**config.mk**
```make
export PLATFORM = sky130hd
export DESIGN_NAME = otter_decode_stage_flat
export DESIGN_NICKNAME = d
export VERILOG_FILES = /design/src/rtl/otter_pkg.sv /design/src/rtl/otter_decode_stage_if.sv /design/src/rtl/otter_ctrl_decode.sv /design/src/rtl/otter_decode_stage.sv /design/src/flat_wrapper.sv
export SDC_FILE = /design/constraint.sdc
export NUM_CORES = 1
export LEC_CHECK = 0
export CAP_MARGIN = 20
export CORE_ASPECT_RATIO = 0.75
export CORE_UTILIZATION = 49
export DETAILED_ROUTE_END_ITERATION = 8
export PLACE_DENSITY = 0.86
export SLEW_MARGIN = 15
export SYNTH_ARGS = -nofsm -noshare
export SYNTH_HDL_FRONTEND = slang
export SYNTH_HIERARCHICAL = 1
export SYNTH_SLANG_ARGS = --single-unit
```
**constraint.sdc**
```tcl
create_clock -name CLK -period 4.8 [get_ports CLK]
set_clock_uncertainty 0.15 [all_clocks]
set_input_delay 0.96 -clock CLK [delete_from_list [all_inputs] [get_ports CLK]]
set_output_delay 0.96 -clock CLK [all_outputs]
set_load 0.1 [all_outputs]
```
**src/rtl/otter_pkg.sv**
```systemverilog
// Shared OTTER definitions: opcode and SYSTEM funct3 encodings, ALU function codes.
package otter_pkg;

    typedef enum logic [6:0] {
        LUI    = 7'b0110111,
        AUIPC  = 7'b0010111,
        JAL    = 7'b1101111,
        JALR   = 7'b1100111,
        BRANCH = 7'b1100011,
        LOAD   = 7'b0000011,
        STORE  = 7'b0100011,
        OP_IMM = 7'b0010011,
        OP     = 7'b0110011,
        SYSTEM = 7'b1110011
    } opcode_t;

    typedef enum logic [2:0] {
        F3_PRIV   = 3'b000,
        F3_CSRRW  = 3'b001,
        F3_CSRRS  = 3'b010,
        F3_CSRRC  = 3'b011,
        F3_CSRRWI = 3'b101,
        F3_CSRRSI = 3'b110,
        F3_CSRRCI = 3'b111
    } funct3_system_t;

    localparam logic [3:0] ALU_ADD      = 4'b0000;
    localparam logic [3:0] ALU_SUB      = 4'b1000;
    localparam logic [3:0] ALU_SLL      = 4'b0001;
    localparam logic [3:0] ALU_SLT      = 4'b0010;
    localparam logic [3:0] ALU_SLTU     = 4'b0011;
    localparam logic [3:0] ALU_XOR      = 4'b0100;
    localparam logic [3:0] ALU_SRL      = 4'b0101;
    localparam logic [3:0] ALU_SRA      = 4'b1101;
    localparam logic [3:0] ALU_OR       = 4'b0110;
    localparam logic [3:0] ALU_AND      = 4'b0111;
    localparam logic [3:0] ALU_LUI_COPY = 4'b1001;

    localparam logic [4:0] ALU_MUL    = 5'b10000;
    localparam logic [4:0] ALU_MULH   = 5'b10001;
    localparam logic [4:0] ALU_MULHSU = 5'b10010;
    localparam logic [4:0] ALU_MULHU  = 5'b10011;
    localparam logic [4:0] ALU_DIV    = 5'b10100;
    localparam logic [4:0] ALU_DIVU   = 5'b10101;
    localparam logic [4:0] ALU_REM    = 5'b10110;
    localparam logic [4:0] ALU_REMU   = 5'b10111;

    // Register-form CSR ops and privileged ops read rs1; immediate CSR forms do not.
    function automatic logic sys_reads_rs1(funct3_system_t f3);
        return f3 inside {F3_PRIV, F3_CSRRW, F3_CSRRS, F3_CSRRC};
    endfunction

endpackage

```
**src/rtl/otter_decode_stage_if.sv**
```systemverilog
// IF/ID input side and ID/EX control bundle of the OTTER decode stage.
interface otter_decode_stage_if #(
    parameter int XLEN = 32,
    parameter int EN_M = 0
);
    localparam int ALU_FUN_W = (EN_M != 0) ? 5 : 4;

    logic                 IF_VALID;
    logic [31:0]          IF_INSTR;
    logic [XLEN-1:0]      IF_PC;
    logic                 ID_READY;
    logic                 EX_READY;
    logic                 FLUSH;
    logic                 INT_TAKEN;
    logic                 ID_VALID;
    logic [XLEN-1:0]      ID_PC;
    logic [4:0]           ID_RS1;
    logic [4:0]           ID_RS2;
    logic [4:0]           ID_RD;
    logic [2:0]           ID_FUNC3;
    logic                 ID_ALU_SRCA;
    logic [1:0]           ID_ALU_SRCB;
    logic [ALU_FUN_W-1:0] ID_ALU_FUN;
    logic [1:0]           ID_RF_WR_SEL;
    logic                 ID_REG_WRITE;
    logic                 ID_MEM_WRITE;
    logic                 ID_MEM_READ2;
    logic                 ID_BRANCH;
    logic                 ID_JUMP;
    logic                 ID_ILLEGAL;
    logic                 HAZARD_STALL;

    modport master (
        output IF_VALID, IF_INSTR, IF_PC, EX_READY, FLUSH, INT_TAKEN,
        input  ID_READY, ID_VALID, ID_PC, ID_RS1, ID_RS2, ID_RD, ID_FUNC3,
               ID_ALU_SRCA, ID_ALU_SRCB, ID_ALU_FUN, ID_RF_WR_SEL, ID_REG_WRITE,
               ID_MEM_WRITE, ID_MEM_READ2, ID_BRANCH, ID_JUMP, ID_ILLEGAL, HAZARD_STALL
    );

    modport slave (
        input  IF_VALID, IF_INSTR, IF_PC, EX_READY, FLUSH, INT_TAKEN,
        output ID_READY, ID_VALID, ID_PC, ID_RS1, ID_RS2, ID_RD, ID_FUNC3,
               ID_ALU_SRCA, ID_ALU_SRCB, ID_ALU_FUN, ID_RF_WR_SEL, ID_REG_WRITE,
               ID_MEM_WRITE, ID_MEM_READ2, ID_BRANCH, ID_JUMP, ID_ILLEGAL, HAZARD_STALL
    );
endinterface

```
**src/rtl/otter_ctrl_decode.sv**
```systemverilog
// Combinational RV32I(+M) control decoder: instruction in, control fields and rs-use flags out.
module otter_ctrl_decode
    import otter_pkg::*;
#(
    parameter int EN_M      = 0,
    parameter int ALU_FUN_W = (EN_M != 0) ? 5 : 4
) (
    input  logic [31:0]          instr,
    output logic [4:0]           rs1,
    output logic [4:0]           rs2,
    output logic [4:0]           rd,
    output logic [2:0]           func3,
    output logic                 alu_srca,
    output logic [1:0]           alu_srcb,
    output logic [ALU_FUN_W-1:0] alu_fun,
    output logic [1:0]           rf_wr_sel,
    output logic                 reg_write,
    output logic                 mem_write,
    output logic                 mem_read2,
    output logic                 branch,
    output logic                 jump,
    output logic                 illegal,
    output logic                 rs1_used,
    output logic                 rs2_used
);
    opcode_t    opcode;
    logic [6:0] f7;
    logic       is_mext;
    logic [4:0] alu5;

    assign opcode  = opcode_t'(instr[6:0]);
    assign rd      = instr[11:7];
    assign func3   = instr[14:12];
    assign rs1     = instr[19:15];
    assign rs2     = instr[24:20];
    assign f7      = instr[31:25];
    assign is_mext = (EN_M != 0) && (f7 == 7'b0000001);

    always_comb begin
        alu5      = '0;
        alu_srca  = 1'b0;
        alu_srcb  = 2'd0;
        rf_wr_sel = 2'd3;
        reg_write = 1'b0;
        mem_write = 1'b0;
        mem_read2 = 1'b0;
        branch    = 1'b0;
        jump      = 1'b0;
        illegal   = 1'b0;
        rs1_used  = 1'b0;
        rs2_used  = 1'b0;
        case (opcode)
            LUI:    begin alu5 = {1'b0, ALU_LUI_COPY}; alu_srca = 1'b1; reg_write = 1'b1; end
            AUIPC:  begin alu_srca = 1'b1; alu_srcb = 2'd3; reg_write = 1'b1; end
            JAL:    begin rf_wr_sel = 2'd0; alu_srcb = 2'd1; reg_write = 1'b1; jump = 1'b1; end
            JALR:   begin rf_wr_sel = 2'd0; reg_write = 1'b1; jump = 1'b1; rs1_used = 1'b1; end
            BRANCH: begin branch = 1'b1; rs1_used = 1'b1; rs2_used = 1'b1; end
            LOAD:   begin
                rf_wr_sel = 2'd2; alu_srcb = 2'd1; reg_write = 1'b1; mem_read2 = 1'b1;
                rs1_used  = 1'b1;
            end
            STORE:  begin alu_srcb = 2'd2; mem_write = 1'b1; rs1_used = 1'b1; rs2_used = 1'b1; end
            OP_IMM: begin
                // Only shift-right immediates carry the arithmetic/logical select in f7[5].
                alu5      = (func3 == 3'b101) ? {1'b0, f7[5], func3} : {2'b00, func3};
                alu_srcb  = 2'd1;
                reg_write = 1'b1;
                rs1_used  = 1'b1;
            end
            OP:     begin
                alu5      = is_mext ? {ALU_MUL[4:3], func3} : {1'b0, f7[5], func3};
                reg_write = 1'b1;
                rs1_used  = 1'b1;
                rs2_used  = 1'b1;
            end
            SYSTEM: begin
                alu5      = {1'b0, ALU_LUI_COPY};
                rf_wr_sel = 2'd1;
                rs1_used  = sys_reads_rs1(funct3_system_t'(func3));
            end
            default: illegal = 1'b1;
        endcase
    end

    assign alu_fun = alu5[ALU_FUN_W-1:0];

endmodule

```
**src/rtl/otter_decode_stage.sv**
```systemverilog
// OTTER ID stage: decodes IF_INSTR into the registered ID/EX control bundle,
// inserts LOAD_LAT bubbles per load-use hazard and squashes on flush/interrupt.
module otter_decode_stage
    import otter_pkg::*;
#(
    parameter int XLEN     = 32,
    parameter int EN_M     = 0,
    parameter int LOAD_LAT = 1
) (
    input logic              CLK,
    input logic              RST,
    otter_decode_stage_if.slave bus
);
    localparam int ALU_FUN_W = (EN_M != 0) ? 5 : 4;

    typedef struct packed {
        logic                 valid;
        logic [XLEN-1:0]      pc;
        logic [4:0]           rs1;
        logic [4:0]           rs2;
        logic [4:0]           rd;
        logic [2:0]           func3;
        logic                 alu_srca;
        logic [1:0]           alu_srcb;
        logic [ALU_FUN_W-1:0] alu_fun;
        logic [1:0]           rf_wr_sel;
        logic                 reg_write;
        logic                 mem_write;
        logic                 mem_read2;
        logic                 branch;
        logic                 jump;
        logic                 illegal;
    } bundle_t;

    localparam bundle_t BUBBLE = '{rf_wr_sel: 2'd3, default: '0};

    typedef enum logic {RUN, STALL} state_t;

    state_t     state, state_next;
    logic [1:0] cnt, cnt_next;
    bundle_t    id_q, id_d, dec;
    logic       rs1_used, rs2_used;
    logic       squash, hazard;

    otter_ctrl_decode #(
        .EN_M      (EN_M),
        .ALU_FUN_W (ALU_FUN_W)
    ) u_ctrl (
        .instr     (bus.IF_INSTR),
        .rs1       (dec.rs1),
        .rs2       (dec.rs2),
        .rd        (dec.rd),
        .func3     (dec.func3),
        .alu_srca  (dec.alu_srca),
        .alu_srcb  (dec.alu_srcb),
        .alu_fun   (dec.alu_fun),
        .rf_wr_sel (dec.rf_wr_sel),
        .reg_write (dec.reg_write),
        .mem_write (dec.mem_write),
        .mem_read2 (dec.mem_read2),
        .branch    (dec.branch),
        .jump      (dec.jump),
        .illegal   (dec.illegal),
        .rs1_used  (rs1_used),
        .rs2_used  (rs2_used)
    );

    assign dec.valid = 1'b1;
    assign dec.pc    = bus.IF_PC;

    assign squash = bus.FLUSH | bus.INT_TAKEN;
    assign hazard = bus.IF_VALID & id_q.valid & id_q.mem_read2 & (id_q.rd != '0)
                  & ((rs1_used & (dec.rs1 == id_q.rd)) | (rs2_used & (dec.rs2 == id_q.rd)));

    // The hazard cycle itself supplies the first bubble, so STALL covers the remaining LOAD_LAT-1.
    always_comb begin
        state_next = state;
        cnt_next   = cnt;
        id_d       = id_q;
        if (squash) begin
            id_d       = BUBBLE;
            state_next = RUN;
            cnt_next   = '0;
        end else if (bus.EX_READY) begin
            if (state == STALL) begin
                id_d     = BUBBLE;
                cnt_next = cnt - 2'd1;
                if (cnt == 2'd1) state_next = RUN;
            end else if (hazard) begin
                id_d = BUBBLE;
                if (LOAD_LAT > 1) begin
                    state_next = STALL;
                    cnt_next   = 2'(LOAD_LAT - 1);
                end
            end else begin
                id_d = bus.IF_VALID ? dec : BUBBLE;
            end
        end
    end

    always_ff @(posedge CLK) begin
        if (RST) begin
            state <= RUN;
            cnt   <= '0;
            id_q  <= BUBBLE;
        end else begin
            state <= state_next;
            cnt   <= cnt_next;
            id_q  <= id_d;
        end
    end

    assign bus.ID_READY     = (bus.EX_READY & (state == RUN) & ~hazard) | squash;
    assign bus.HAZARD_STALL = hazard | (state == STALL);
    assign bus.ID_VALID     = id_q.valid;
    assign bus.ID_PC        = id_q.pc;
    assign bus.ID_RS1       = id_q.rs1;
    assign bus.ID_RS2       = id_q.rs2;
    assign bus.ID_RD        = id_q.rd;
    assign bus.ID_FUNC3     = id_q.func3;
    assign bus.ID_ALU_SRCA  = id_q.alu_srca;
    assign bus.ID_ALU_SRCB  = id_q.alu_srcb;
    assign bus.ID_ALU_FUN   = id_q.alu_fun;
    assign bus.ID_RF_WR_SEL = id_q.rf_wr_sel;
    assign bus.ID_REG_WRITE = id_q.reg_write;
    assign bus.ID_MEM_WRITE = id_q.mem_write;
    assign bus.ID_MEM_READ2 = id_q.mem_read2;
    assign bus.ID_BRANCH    = id_q.branch;
    assign bus.ID_JUMP      = id_q.jump;
    assign bus.ID_ILLEGAL   = id_q.illegal;

endmodule

```
**src/flat_wrapper.sv**
```systemverilog
// flat-port wrapper written by rule: the top's interface ports become plain ports
module otter_decode_stage_flat import otter_pkg::*;
#(
    parameter int XLEN     = 32,
    parameter int EN_M     = 0,
    parameter int LOAD_LAT = 1
)
  (CLK, RST, bus_IF_VALID, bus_IF_INSTR, bus_IF_PC, bus_EX_READY, bus_FLUSH, bus_INT_TAKEN, bus_ID_READY, bus_ID_VALID, bus_ID_PC, bus_ID_RS1, bus_ID_RS2, bus_ID_RD, bus_ID_FUNC3, bus_ID_ALU_SRCA, bus_ID_ALU_SRCB, bus_ID_ALU_FUN, bus_ID_RF_WR_SEL, bus_ID_REG_WRITE, bus_ID_MEM_WRITE, bus_ID_MEM_READ2, bus_ID_BRANCH, bus_ID_JUMP, bus_ID_ILLEGAL, bus_HAZARD_STALL);
  otter_decode_stage_if #(.XLEN(XLEN), .EN_M(EN_M)) bus_i ();
  input logic CLK;
  input logic RST;
  input wire logic [$bits(bus_i.IF_VALID)-1:0] bus_IF_VALID;
  input wire logic [$bits(bus_i.IF_INSTR)-1:0] bus_IF_INSTR;
  input wire logic [$bits(bus_i.IF_PC)-1:0] bus_IF_PC;
  input wire logic [$bits(bus_i.EX_READY)-1:0] bus_EX_READY;
  input wire logic [$bits(bus_i.FLUSH)-1:0] bus_FLUSH;
  input wire logic [$bits(bus_i.INT_TAKEN)-1:0] bus_INT_TAKEN;
  output wire logic [$bits(bus_i.ID_READY)-1:0] bus_ID_READY;
  output wire logic [$bits(bus_i.ID_VALID)-1:0] bus_ID_VALID;
  output wire logic [$bits(bus_i.ID_PC)-1:0] bus_ID_PC;
  output wire logic [$bits(bus_i.ID_RS1)-1:0] bus_ID_RS1;
  output wire logic [$bits(bus_i.ID_RS2)-1:0] bus_ID_RS2;
  output wire logic [$bits(bus_i.ID_RD)-1:0] bus_ID_RD;
  output wire logic [$bits(bus_i.ID_FUNC3)-1:0] bus_ID_FUNC3;
  output wire logic [$bits(bus_i.ID_ALU_SRCA)-1:0] bus_ID_ALU_SRCA;
  output wire logic [$bits(bus_i.ID_ALU_SRCB)-1:0] bus_ID_ALU_SRCB;
  output wire logic [$bits(bus_i.ID_ALU_FUN)-1:0] bus_ID_ALU_FUN;
  output wire logic [$bits(bus_i.ID_RF_WR_SEL)-1:0] bus_ID_RF_WR_SEL;
  output wire logic [$bits(bus_i.ID_REG_WRITE)-1:0] bus_ID_REG_WRITE;
  output wire logic [$bits(bus_i.ID_MEM_WRITE)-1:0] bus_ID_MEM_WRITE;
  output wire logic [$bits(bus_i.ID_MEM_READ2)-1:0] bus_ID_MEM_READ2;
  output wire logic [$bits(bus_i.ID_BRANCH)-1:0] bus_ID_BRANCH;
  output wire logic [$bits(bus_i.ID_JUMP)-1:0] bus_ID_JUMP;
  output wire logic [$bits(bus_i.ID_ILLEGAL)-1:0] bus_ID_ILLEGAL;
  output wire logic [$bits(bus_i.HAZARD_STALL)-1:0] bus_HAZARD_STALL;
  assign bus_i.IF_VALID = bus_IF_VALID;
  assign bus_i.IF_INSTR = bus_IF_INSTR;
  assign bus_i.IF_PC = bus_IF_PC;
  assign bus_i.EX_READY = bus_EX_READY;
  assign bus_i.FLUSH = bus_FLUSH;
  assign bus_i.INT_TAKEN = bus_INT_TAKEN;
  assign bus_ID_READY = bus_i.ID_READY;
  assign bus_ID_VALID = bus_i.ID_VALID;
  assign bus_ID_PC = bus_i.ID_PC;
  assign bus_ID_RS1 = bus_i.ID_RS1;
  assign bus_ID_RS2 = bus_i.ID_RS2;
  assign bus_ID_RD = bus_i.ID_RD;
  assign bus_ID_FUNC3 = bus_i.ID_FUNC3;
  assign bus_ID_ALU_SRCA = bus_i.ID_ALU_SRCA;
  assign bus_ID_ALU_SRCB = bus_i.ID_ALU_SRCB;
  assign bus_ID_ALU_FUN = bus_i.ID_ALU_FUN;
  assign bus_ID_RF_WR_SEL = bus_i.ID_RF_WR_SEL;
  assign bus_ID_REG_WRITE = bus_i.ID_REG_WRITE;
  assign bus_ID_MEM_WRITE = bus_i.ID_MEM_WRITE;
  assign bus_ID_MEM_READ2 = bus_i.ID_MEM_READ2;
  assign bus_ID_BRANCH = bus_i.ID_BRANCH;
  assign bus_ID_JUMP = bus_i.ID_JUMP;
  assign bus_ID_ILLEGAL = bus_i.ID_ILLEGAL;
  assign bus_HAZARD_STALL = bus_i.HAZARD_STALL;
  otter_decode_stage #(.XLEN(XLEN), .EN_M(EN_M), .LOAD_LAT(LOAD_LAT)) u_core (.CLK(CLK), .RST(RST), .bus(bus_i));
endmodule
```
==> results by group, run 1 <==
Global routing
  – Pin count of the biggest net entering global routing: approximately 130
  – Vias in the first global route: around 3600
  – Initial antenna violation count: 0
  – Grt ovf: 0
  – GRT Total Usage: between 20% and 30%
  – First-pass GRT wire length: approximately 18000 um

Min path
  – Worst min-delay path class: reg2reg

Drt
  – Detail Route Antenna Nets: 0
  – Via density: ~6.0
  – Drt initial violations: 402
  – Drt wl/cell: ~16 um
  – DRC: 0
  – Wirelength, routed: roughly 11000 um
  – First-pass DRT Iterations: 5
  – Via count: ~4000

Yosys
  – Syn_nets: 567
  – Synth area leaders: dfxtp_1 (35%), a22oi_1 (12%), and3_1 (10%)
  – YS warnings: 6
  – Syn Inst Count: approximately 500
  – Post-synthesis sequential element count: just under 70
  – Yosys cell types: 43
  – Sequential area share after synthesis: about a third
  – Synth area leader: dfxtp_1
  – Syn avg cell area: roughly 8 um2
  – Synth top area share: a little over a third
  – Mapped Area: 3920 um2

Placement
  – Routability cong.: 0.841
  – I/O Buffers: ~130
  – Hpwl dp: about 7100 um

Final layout
  – Layout area overhead: 35.4%
  – Fillers: between 600 and 700
  – NumNets Final: ~640
  – Share of layout cells above drive strength 1: around 5.6%
  – Final core occ: between 70% and 80%
  – Diodes inserted: 0

Clocking
  – Worst-Skew Late Latency: between 300 and 400 ps
  – Sink Count: between 60 and 70
  – H-tree Lvls: 3
  – Clk buf depth: 2
  – Setup bufs post-CTS: 0
  – CTS resizes: 0
  – Root buf cell: clkbuf_8
  – CTS Buf Count: 9
  – Worst-path clk slew: approximately 70 ps
  – Hold buffers post-CTS: 0
  – CTS tree: yes

Timing
  – Pins Over Slew Limit: 0
  – Min cycle time layout: between 4000 and 5000 ps
  – Unrepaired setup endpoints after global routing: false
  – Fmax achieved: around 0.23 GHz
  – Worst Tran Pin Value: 1080 ps
  – TNS Setup: 0 ps
  – Endpoints failing hold: 0
  – Final Setup Violations: 0
  – Relative slew slack: approximately 28%
  – Hold WS: ~310 ps
  – Final worst path period share: between 80% and 90%

Worst setup path
  – Worst path slowest cell: clkdlybuf4s50_1
  – CP peak stage delay: approximately 480 ps
  – Worst Setup Start Kind: input port
  – Worst-path maximum fanout: 9
  – WP data required: 3690 ps
  – Most common cell on crit path: nand2_1
  – Critical Path AT: roughly 3200 ps
  – Crit Path Class: in2out
  – CP Cell Sequence: clkdlybuf4s50_1, nand2_1, or2_1, a2111oi_1, nand2_1, o22a_1, o21ai_1, buf_12
  – Crit. End Element: primary output

Power
  – Max VDD drop: approximately 0.16 mV
  – PD cells: 253 nW/um2
  – Leak Pwr: ~2.0 nW

Flow run
  – Max cap viols: 0

Floorplanning
  – Cell Rows: 27
  – Core footprint: 7530 um2
  – Total Die Area: ~8400 um2
  – Ports: approximately 140
  – Die Y: about 80 um
  – Die W: 105 um
  – Initial Util: between 50 and 60%

Status
  – Status: finished, final reports clean
==> path summary, 6_finish.rpt <==
check,slack (ps),cells after the start,endpoint,startpoint
worst max register to register,2320,5,u_core/bus.ID_RF_WR_SEL[0]$_SDFFE_PP1P_,u_core/bus.ID_RD[0]$_SDFFE_PP0P_
worst min-delay path,310,2,u_core/cnt[1]$_SDFFE_PP0P_,u_core/cnt[1]$_SDFFE_PP0P_
worst min register to register,310,2,u_core/cnt[1]$_SDFFE_PP0P_,u_core/cnt[1]$_SDFFE_PP0P_
worst max-delay path,510,8,bus_HAZARD_STALL,bus_IF_INSTR[0]
==> metal layers <==
metal / GRT usage (%) / wire length [um] / vias up
li1: - / - / 1980
met1: 35.4 / 4970 / 1928
met2: 41.8 / 5110 / 140
met3: 7.18 / 878 / 12
met4: 5.63 / 104 / 0
met5: 0 / 0 / -
==> layout by cell type, fill, tap and decap left out, types with 7 or more instances in the layout <==
cell type,instances
nor3_1,7
a21oi_1,10
a22oi_1,64
o21ai_0,29
nor2_1,11
nand3_1,65
xnor2_1,10
and3_1,65
clkbuf_8,9
dfxtp_1,69
o21ai_1,39
clkdlybuf4s50_1,129
nand2_1,10
==> per-stage QoR <==
stage	total power (W)	setup slack (ps)	cells	instance area [um2]
2_1_floorplan	0.000750	276	496	3920
3_3_place_gp	0.000830	600	662	5090
3_5_place_dp	0.000835	515	662	5090
4_1_cts	0.00135	514	677	5300
5_1_grt	0.00139	365	677	5300
6_report	0.00134	509	677	5300
==> area by class of cell <==
cell class	count	area, um2	share of cell area [%]
Inverter	5	18.8	0.354
Clock buffer	9	124	2.34
Tap cell	101	126	2.38
Multi-Input combinational cell	350	2170	41.0
Clock inverter	6	88.8	1.68
Sequential cell	69	1380	26.1
Timing Repair Buffer	137	1390	26.2
==> cells in the mapped netlist, drive strengths merged <==
library cell,instances
a2111oi,1
a211oi,1
a21oi,10
a22oi,64
a31o,1
a31oi,1
a32o,2
a32oi,1
and3,65
and4b,1
buf,50
clkbuf,22
dfxtp,69
ha,1
inv,5
nand2,10
nand2b,2
nand3,65
nand4,3
nand4b,1
nor2,12
nor2b,4
nor3,7
nor3b,4
nor4,2
nor4b,1
o2111ai,1
o21ai,68
o22a,1
o22ai,1
or2,2
or3,3
or4,3
xnor2,10
xor2,2
==> cell families (layout without fill, tap and decap cells) <==
group / after synthesis / count (layout) / synth area share [%]
flops: 69 / 69 / 35.3
buf+inv: 77 / 157 / 10.5
fa+ha+maj: 1 / 1 / 0.320
xor+xnor: 12 / 12 / 2.68
compound gates: 152 / 152 / 24.6
simple gates: 185 / 185 / 26.7
==> state kept, by name, indices dropped and copies added (netlist names), 3 cells and up <==
register and cells:
u_core/bus.ID_ALU_FUN 4, u_core/bus.ID_FUNC3 3, u_core/bus.ID_PC 32, u_core/bus.ID_RD 5
u_core/bus.ID_RS1 5, u_core/bus.ID_RS2 5
==> power by group <==
| part | internal (W) | switching [W] |
|---|---|---|
| registers | 0.000582 | 0.00000644 |
| clock network | 0.000289 | 0.000228 |
| logic | 0.0000861 | 0.000149 |
| total | 0.000958 | 0.000383 |
==> worst max-delay path: cells and delay by family <==
kind	cells	cell delay, ps
buffers and inverters	2	690
AND/OR/NAND/NOR	3	670
AO/OA/AOI/OAI	3	840
Note: power is estimated with default switching activity, not from simulation.
==> run 2: changes to the inputs <==
CORE_ASPECT_RATIO = 0.5   (was 0.75)
==> run 2 against run 1 <==
Maximum frequency fell by 1.8%. Wire length fell by 2.8%. Total power rose by 11%. Clock-buffer cell count rose by 2. Combinational power barely moved. Via count fell by 0.74%. Register-to-register slack got worse by 170 ps. Critical path depth did not move. Final area rose by 2.2%. Clock power rose by 27%. Cell count rose by 1.5%. Worst setup slack got worse by 78 ps. Highest routed layer unchanged.
==> results by group, run 2 (synthesis gave the netlist of run 1 again) <==
Global routing
  – First-pass GRT wire length: between 15000 and 20000 um
  – Initial antenna violation count: 0
  – GRT Total Usage: 26.3%
  – Pin count of the biggest net entering global routing: 129
  – Vias in the first global route: approximately 3600
  – Grt ovf: 0

Power
  – PD cells: 274 nW/um2
  – Max VDD drop: 0.176 mV
  – Power Total: between 0.001 and 0.0015 W
  – Leak Pwr: slightly above 2 nW

Floorplanning
  – Cell Rows: 22
  – Initial Util: 52.1%
  – Ports: ~140
  – Core footprint: between 7000 and 8000 um2
  – Total Die Area: roughly 8400 um2
  – Die W: ~130 um
  – Die Y: 65.2 um

Clocking
  – Sink Count: 69
  – Root buf cell: clkbuf_16
  – Worst-path clk slew: roughly 50 ps
  – Worst-Skew Late Latency: 330 ps
  – CTS tree: yes
  – Hold buffers post-CTS: 0
  – Setup bufs post-CTS: 0
  – CTS Buf Count: 9
  – CTS resizes: 0
  – Clk buf depth: 2
  – H-tree Lvls: 3

Final layout
  – Most common cell after layout, fill and taps aside: clkdlybuf4s50_1
  – Most frequent cells in the layout: clkdlybuf4s50_1 (129), dfxtp_1 (69), nand3_1 (65), and3_1 (65), a22oi_1 (64)
  – NumNets Final: ~650
  – Layout area overhead: 38.4%
  – Diodes inserted: 0
  – Max FFs per register: 32
  – Share of layout cells above drive strength 1: under 10%

Worst setup path
  – Crit. End Element: primary output
  – Crit Path Class: in2out
  – RR Endpoint: u_core/bus.ID_VALID$_SDFFE_PP0P_
  – Critical Path AT: approximately 3300 ps
  – Flop2flop setup slack: roughly 2200 ps
  – CP endpoint: bus_HAZARD_STALL
  – Worst R2R Start: u_core/bus.ID_RD[0]$_SDFFE_PP0P_
  – Worst Setup Start Kind: input port
  – FF-to-FF path depth: 5
  – Setup crit start: bus_IF_INSTR[1]
  – Worst-path maximum fanout: 9
  – WP data required: between 3000 and 4000 ps

Timing
  – Hold WS: a little over 300 ps
  – Fmax achieved: between 0.2 and 0.25 GHz
  – Unrepaired setup endpoints after global routing: false
  – Pins Over Slew Limit: 0
  – Min cycle time layout: between 4000 and 5000 ps
  – TNS Setup: 0 ps
  – Final Worst Setup Slack: roughly 430 ps
  – Relative slew slack: around 28%
  – Worst Tran Pin Value: roughly 1100 ps
  – Endpoints failing hold: 0
  – Final Setup Violations: 0
  – Final worst path period share: between 90% and 100%

Placement
  – I/O Buffers: 131
  – Hpwl dp: roughly 6700 um
  – Routability cong.: between 0.8 and 0.9
  – Placement Setup Slack: 456 ps

Drt
  – DRC: 0
  – Drt wl/cell: roughly 16 um
  – Via count: around 4000
  – Via density: between 5 and 6
  – Drt initial violations: about 370
  – First-pass DRT Iterations: 5
  – Wirelength, routed: 10800 um
  – Detail Route Antenna Nets: 0

Min path
  – Worst min-delay path class: reg2reg

Flow run
  – Max cap viols: 0

Status
  – Status: finished, final reports clean
-- run 2: cell types whose count changed in the layout (fill, tap and decap cells not counted) --
cell        previous run  this run
clkinv_4               1         0
buf_4                  5         6
clkinv_2               1         4
buf_12                 3         4
clkbuf_8               9         1
clkbuf_1               0         1
clkbuf_16              0         9
bufinv_16              2         1
clkinvlp_4             2         0
-- run 2: cell type report --
class | instances | area (um2)
Clock buffer | 11 | 243
Clock inverter | 5 | 50.0
Fill cell | 597 | 2100
Inverter | 5 | 18.8
Multi-Input combinational cell | 350 | 2170
Sequential cell | 69 | 1380
Tap cell | 108 | 135
Timing Repair Buffer | 139 | 1420
-- run 2: critical path: stages --
cell and delay, ps:
clkdlybuf4s50_1 480, nand2_1 170, or2_1 310, a2111oi_1 450
nand2_1 190, o22a_1 240, o21ai_1 240, buf_12 210
-- run 2: power by group --
| part | switching, W | internal, W | total [W] |
|---|---|---|---|
| Clock | 0.000245 | 0.000413 | 0.000658 |
| Combinational | 0.000149 | 0.0000880 | 0.000237 |
| Sequential | 0.00000636 | 0.000583 | 0.000589 |
| Total | 0.000400 | 0.00108 | 0.00148 |
-- run 2: worst min path at each step --
stage / start / end / cells past startpoint
6_report: u_core/cnt[1]$_SDFFE_PP0P_ / u_core/cnt[1]$_SDFFE_PP0P_ / 2
5_1_grt: u_core/cnt[1]$_SDFFE_PP0P_ / u_core/cnt[1]$_SDFFE_PP0P_ / 2
4_1_cts: u_core/cnt[1]$_SDFFE_PP0P_ / u_core/cnt[1]$_SDFFE_PP0P_ / 2
3_5_place_dp: u_core/cnt[1]$_SDFFE_PP0P_ / u_core/cnt[1]$_SDFFE_PP0P_ / 2
3_3_place_gp: u_core/cnt[1]$_SDFFE_PP0P_ / u_core/cnt[1]$_SDFFE_PP0P_ / 2
2_1_floorplan: u_core/cnt[1]$_SDFFE_PP0P_ / u_core/cnt[1]$_SDFFE_PP0P_ / 2
-- run 2: layer usage --
layer  track usage [%]  up-vias  part of all wire, %
li1                  -     1988                    -
met1              32.5     1881                   44
met2              44.9      142                   49
met4              10.4        0                  1.9
met3              5.94       19                  5.9
met5                 0        -                    0
-- run 2: stage by stage --
| step | cells | util (%) | cell area [um2] |
|---|---|---|---|
| 6_report | 687 | 72.1 | 5420 |
| 5_1_grt | 687 | 72.1 | 5420 |
| 4_1_cts | 687 | 72.1 | 5420 |
| 3_5_place_dp | 671 | 68.2 | 5120 |
| 3_3_place_gp | 671 | 68.2 | 5120 |
| 2_1_floorplan | 496 | - | 3920 |
==> run 3: changes to the inputs <==
ABC_AREA = 1   (was unset)
CORE_UTILIZATION = 46   (was 49)
PLACE_DENSITY = 0.85   (was 0.86)
==> run 3 against run 2 <==
Critical path depth is 7 higher. First-iteration DRC count is 16% lower. Cell count is 3.6% lower. Total power is 3.6% lower. Worst setup slack better by 210 ps. Largest cell class unchanged.
==> results by group, run 3 <==
Clocking
  – H-tree Lvls: 3
  – Worst-path clk slew: 60 ps
  – Setup bufs post-CTS: 0
  – Hold buffers post-CTS: 0
  – CTS tree: yes
  – CTS resizes: 0
  – Worst-Skew Late Latency: between 300 and 400 ps
  – Root buf cell: clkbuf_16
  – Sink Count: 69
  – CTS Buf Count: 9
  – Clk buf depth: 2

Global routing
  – GRT Total Usage: roughly a quarter
  – Grt ovf: 0
  – Pin count of the biggest net entering global routing: 67
  – Vias in the first global route: roughly 3100
  – First-pass GRT wire length: about 15000 um
  – Initial antenna violation count: 0

Yosys
  – Mapped Area: between 3000 and 4000 um2
  – Synth Flop Type: dfxtp_1
  – EDFF count, synth: 0
  – Most common cell in the netlist: nand2_1
  – Synth top cells by count: nand2_1 (119), dfxtp_1 (69), nand4_1 (67)
  – Syn_nets: 541
  – Mux contribution to synthesized area: 0%
  – Synth top area share: between 40% and 50%
  – Syn Inst Count: 470
  – Post-synthesis compound-gate area fraction: roughly 11%
  – Post-Synth XOR/XNOR Area: less than 1%
  – Main combinational cell family by area after synthesis: simple AND/OR/NAND/NOR gates
  – Yosys cell types: 25
  – Async S/R FF share, synth: 0%
  – Adder-cell share of the synthesized area: less than 1%
  – YS warnings: 6
  – Synth area leader: dfxtp_1
  – Syn avg cell area: about 7 um2
  – Synth area leaders: dfxtp_1 (41%), nand2_1 (13%), nand4_1 (13%)
  – Post-synthesis sequential element count: 69
  – Sequential area share after synthesis: 41.3%
  – Fraction of the mapped netlist area in simple logic gates: around 34%

Drt
  – Wirelength, routed: about 9400 um
  – Drt initial violations: about 310
  – Via count: 3522
  – Detail Route Antenna Nets: 0
  – First-pass DRT Iterations: 5
  – Drt wl/cell: about 14 um
  – DRC: 0
  – Via density: between 5 and 6

Final layout
  – Diodes inserted: 0
  – Share of layout cells above drive strength 1: 8.42%
  – Most common cell after layout, fill and taps aside: clkdlybuf4s50_1
  – NumNets Final: 636
  – Most frequent cells in the layout: clkdlybuf4s50_1 (128), nand2_1 (119), dfxtp_1 (69)
  – Max FFs per register: 32
  – Fillers: 555
  – Layout area overhead: 45.0%

Power
  – Power Total: 0.00143 W
  – Clk pwr share: 46.2%
  – Reg power frac: approximately two fifths
  – Psw: roughly 0.00037 W
  – Leak Pwr: approximately 1.8 nW
  – PD cells: 295 nW/um2
  – Max VDD drop: about 0.19 mV
  – Sw frac: a little over a quarter
  – Internal: 0.00106 W
  – Combinational share of power: a little over an eighth

Worst setup path
  – Crit Path Class: in2out
  – Most common cell on crit path: nand2_1
  – WP data required: between 3000 and 4000 ps
  – CP Cell Sequence: clkdlybuf4s50_1, nand2_1, nor2_1, nand2_1, nand2_1, nor2_1, nand2_1, nand2_1, nor2_1, nand3_1, nand2_2, nand2_4, nand2_1, o21ai_2, buf_12
  – Worst-path maximum fanout: 5
  – CP peak stage delay: between 400 and 500 ps
  – Crit. End Element: primary output
  – Worst path slowest cell: clkdlybuf4s50_1
  – Worst Setup Start Kind: input port
  – Critical Path AT: between 3000 and 4000 ps

Placement
  – I/O Buffers: between 100 and 150
  – Routability cong.: about 0.88
  – Hpwl dp: slightly above 6000 um

Min path
  – Worst min-delay path class: reg2reg

Timing
  – Endpoints failing hold: 0
  – Final Setup Violations: 0
  – Final worst path period share: between 80 and 90%
  – Relative slew slack: between 30 and 40%
  – Pins Over Slew Limit: 0
  – Unrepaired setup endpoints after global routing: false
  – Min cycle time layout: 4160 ps
  – Fmax achieved: around 0.24 GHz
  – Worst Tran Pin Value: slightly above 1000 ps
  – TNS Setup: 0 ps

Floorplanning
  – Core footprint: ~7000 um2
  – Die W: ~120 um
  – Die Y: 62.3 um
  – Initial Util: approximately 49%
  – Ports: about 140
  – Cell Rows: 21
  – Total Die Area: 7630 um2

Status
  – Status: finished, final reports clean

Flow run
  – Max cap viols: 0
## run 3: changes by cell type in the layout (fill, tap and decap cells not counted), moves of 6 or more
cell	delta
and3_1	-65
o21ai_0	-26
inv_2	+9
nand2_1	+109
a21oi_1	+56
inv_1	+18
nand3_1	-52
a22oi_1	-64
nor2_1	+19
nor3_1	-6
o21ai_1	-39
xnor2_1	-10
nand4_1	+64
## run 3: kinds of logic after synthesis
kind of cell	count (synthesis)
xor gates and xnor gates	1
adders and majority gates	1
AOI/OAI and AO/OA	72
and+or+nand+nor	243
buffers and inverters	84
DFF	69
## run 3: area by class of cell
type | count | area (um2) | share of cell area (%)
clock inverter | 7 | 75.1 | 1.55
clock buffer | 9 | 225 | 4.65
inverter | 32 | 120 | 2.48
sequential | 69 | 1380 | 28.5
multi-input combinational | 317 | 1540 | 31.8
timing repair buffer | 136 | 1390 | 28.7
tap | 92 | 115 | 2.37
## run 3: per-stage QoR
step                      area, um2  instances  setup WS, ps  util (%)  hold WS (ps)
after CTS                      4830        661           642      70.4           315
final                          4850        662           638      70.7           311
after global placement         4530        645           699      66.0           299
after detailed placement       4530        645           652      66.0           305
after global routing           4850        662           420      70.7           328
after floorplan                3350        470           153         -           283
## run 3: power by group through the flow
stage          sequential, W  combinational, W  clock, W
2_1_floorplan       0.000632         0.0000761         0
3_3_place_gp        0.000594          0.000184         0
3_5_place_dp        0.000594          0.000185         0
4_1_cts             0.000581          0.000186  0.000672
5_1_grt             0.000582          0.000201  0.000698
6_report            0.000581          0.000189  0.000661
## run 3: per-layer routing
layer | global-route usage [%] | wire length, um | vias to the layer above
met3 | 6.25 | 579 | 18
met5 | 0 | 0 | -
met4 | 8.54 | 160 | 0
met2 | 39.0 | 4360 | 118
li1 | - | - | 1755
met1 | 34.0 | 4350 | 1631
## run 3: path summary, 6_finish.rpt
path                                                           to  cells past startpoint                         startpoint  slack (ps)
worst max-delay path                                 bus_ID_READY                     15                    bus_IF_INSTR[1]         640
worst min-delay path            u_core/bus.ID_PC[31]$_SDFFE_PP0P_                      2  u_core/bus.ID_PC[31]$_SDFFE_PP0P_         310
worst max register to register   u_core/bus.ID_RD[3]$_SDFFE_PP0P_                      9   u_core/bus.ID_RD[2]$_SDFFE_PP0P_        2750
worst min register to register  u_core/bus.ID_PC[31]$_SDFFE_PP0P_                      2  u_core/bus.ID_PC[31]$_SDFFE_PP0P_         310
## run 3: worst max-delay path, delay by kind of cell
kind                   cells  cell delay (ps)
AND/OR/NAND/NOR           12             1330
AO/OA/AOI/OAI              1               90
buffers and inverters      2              660
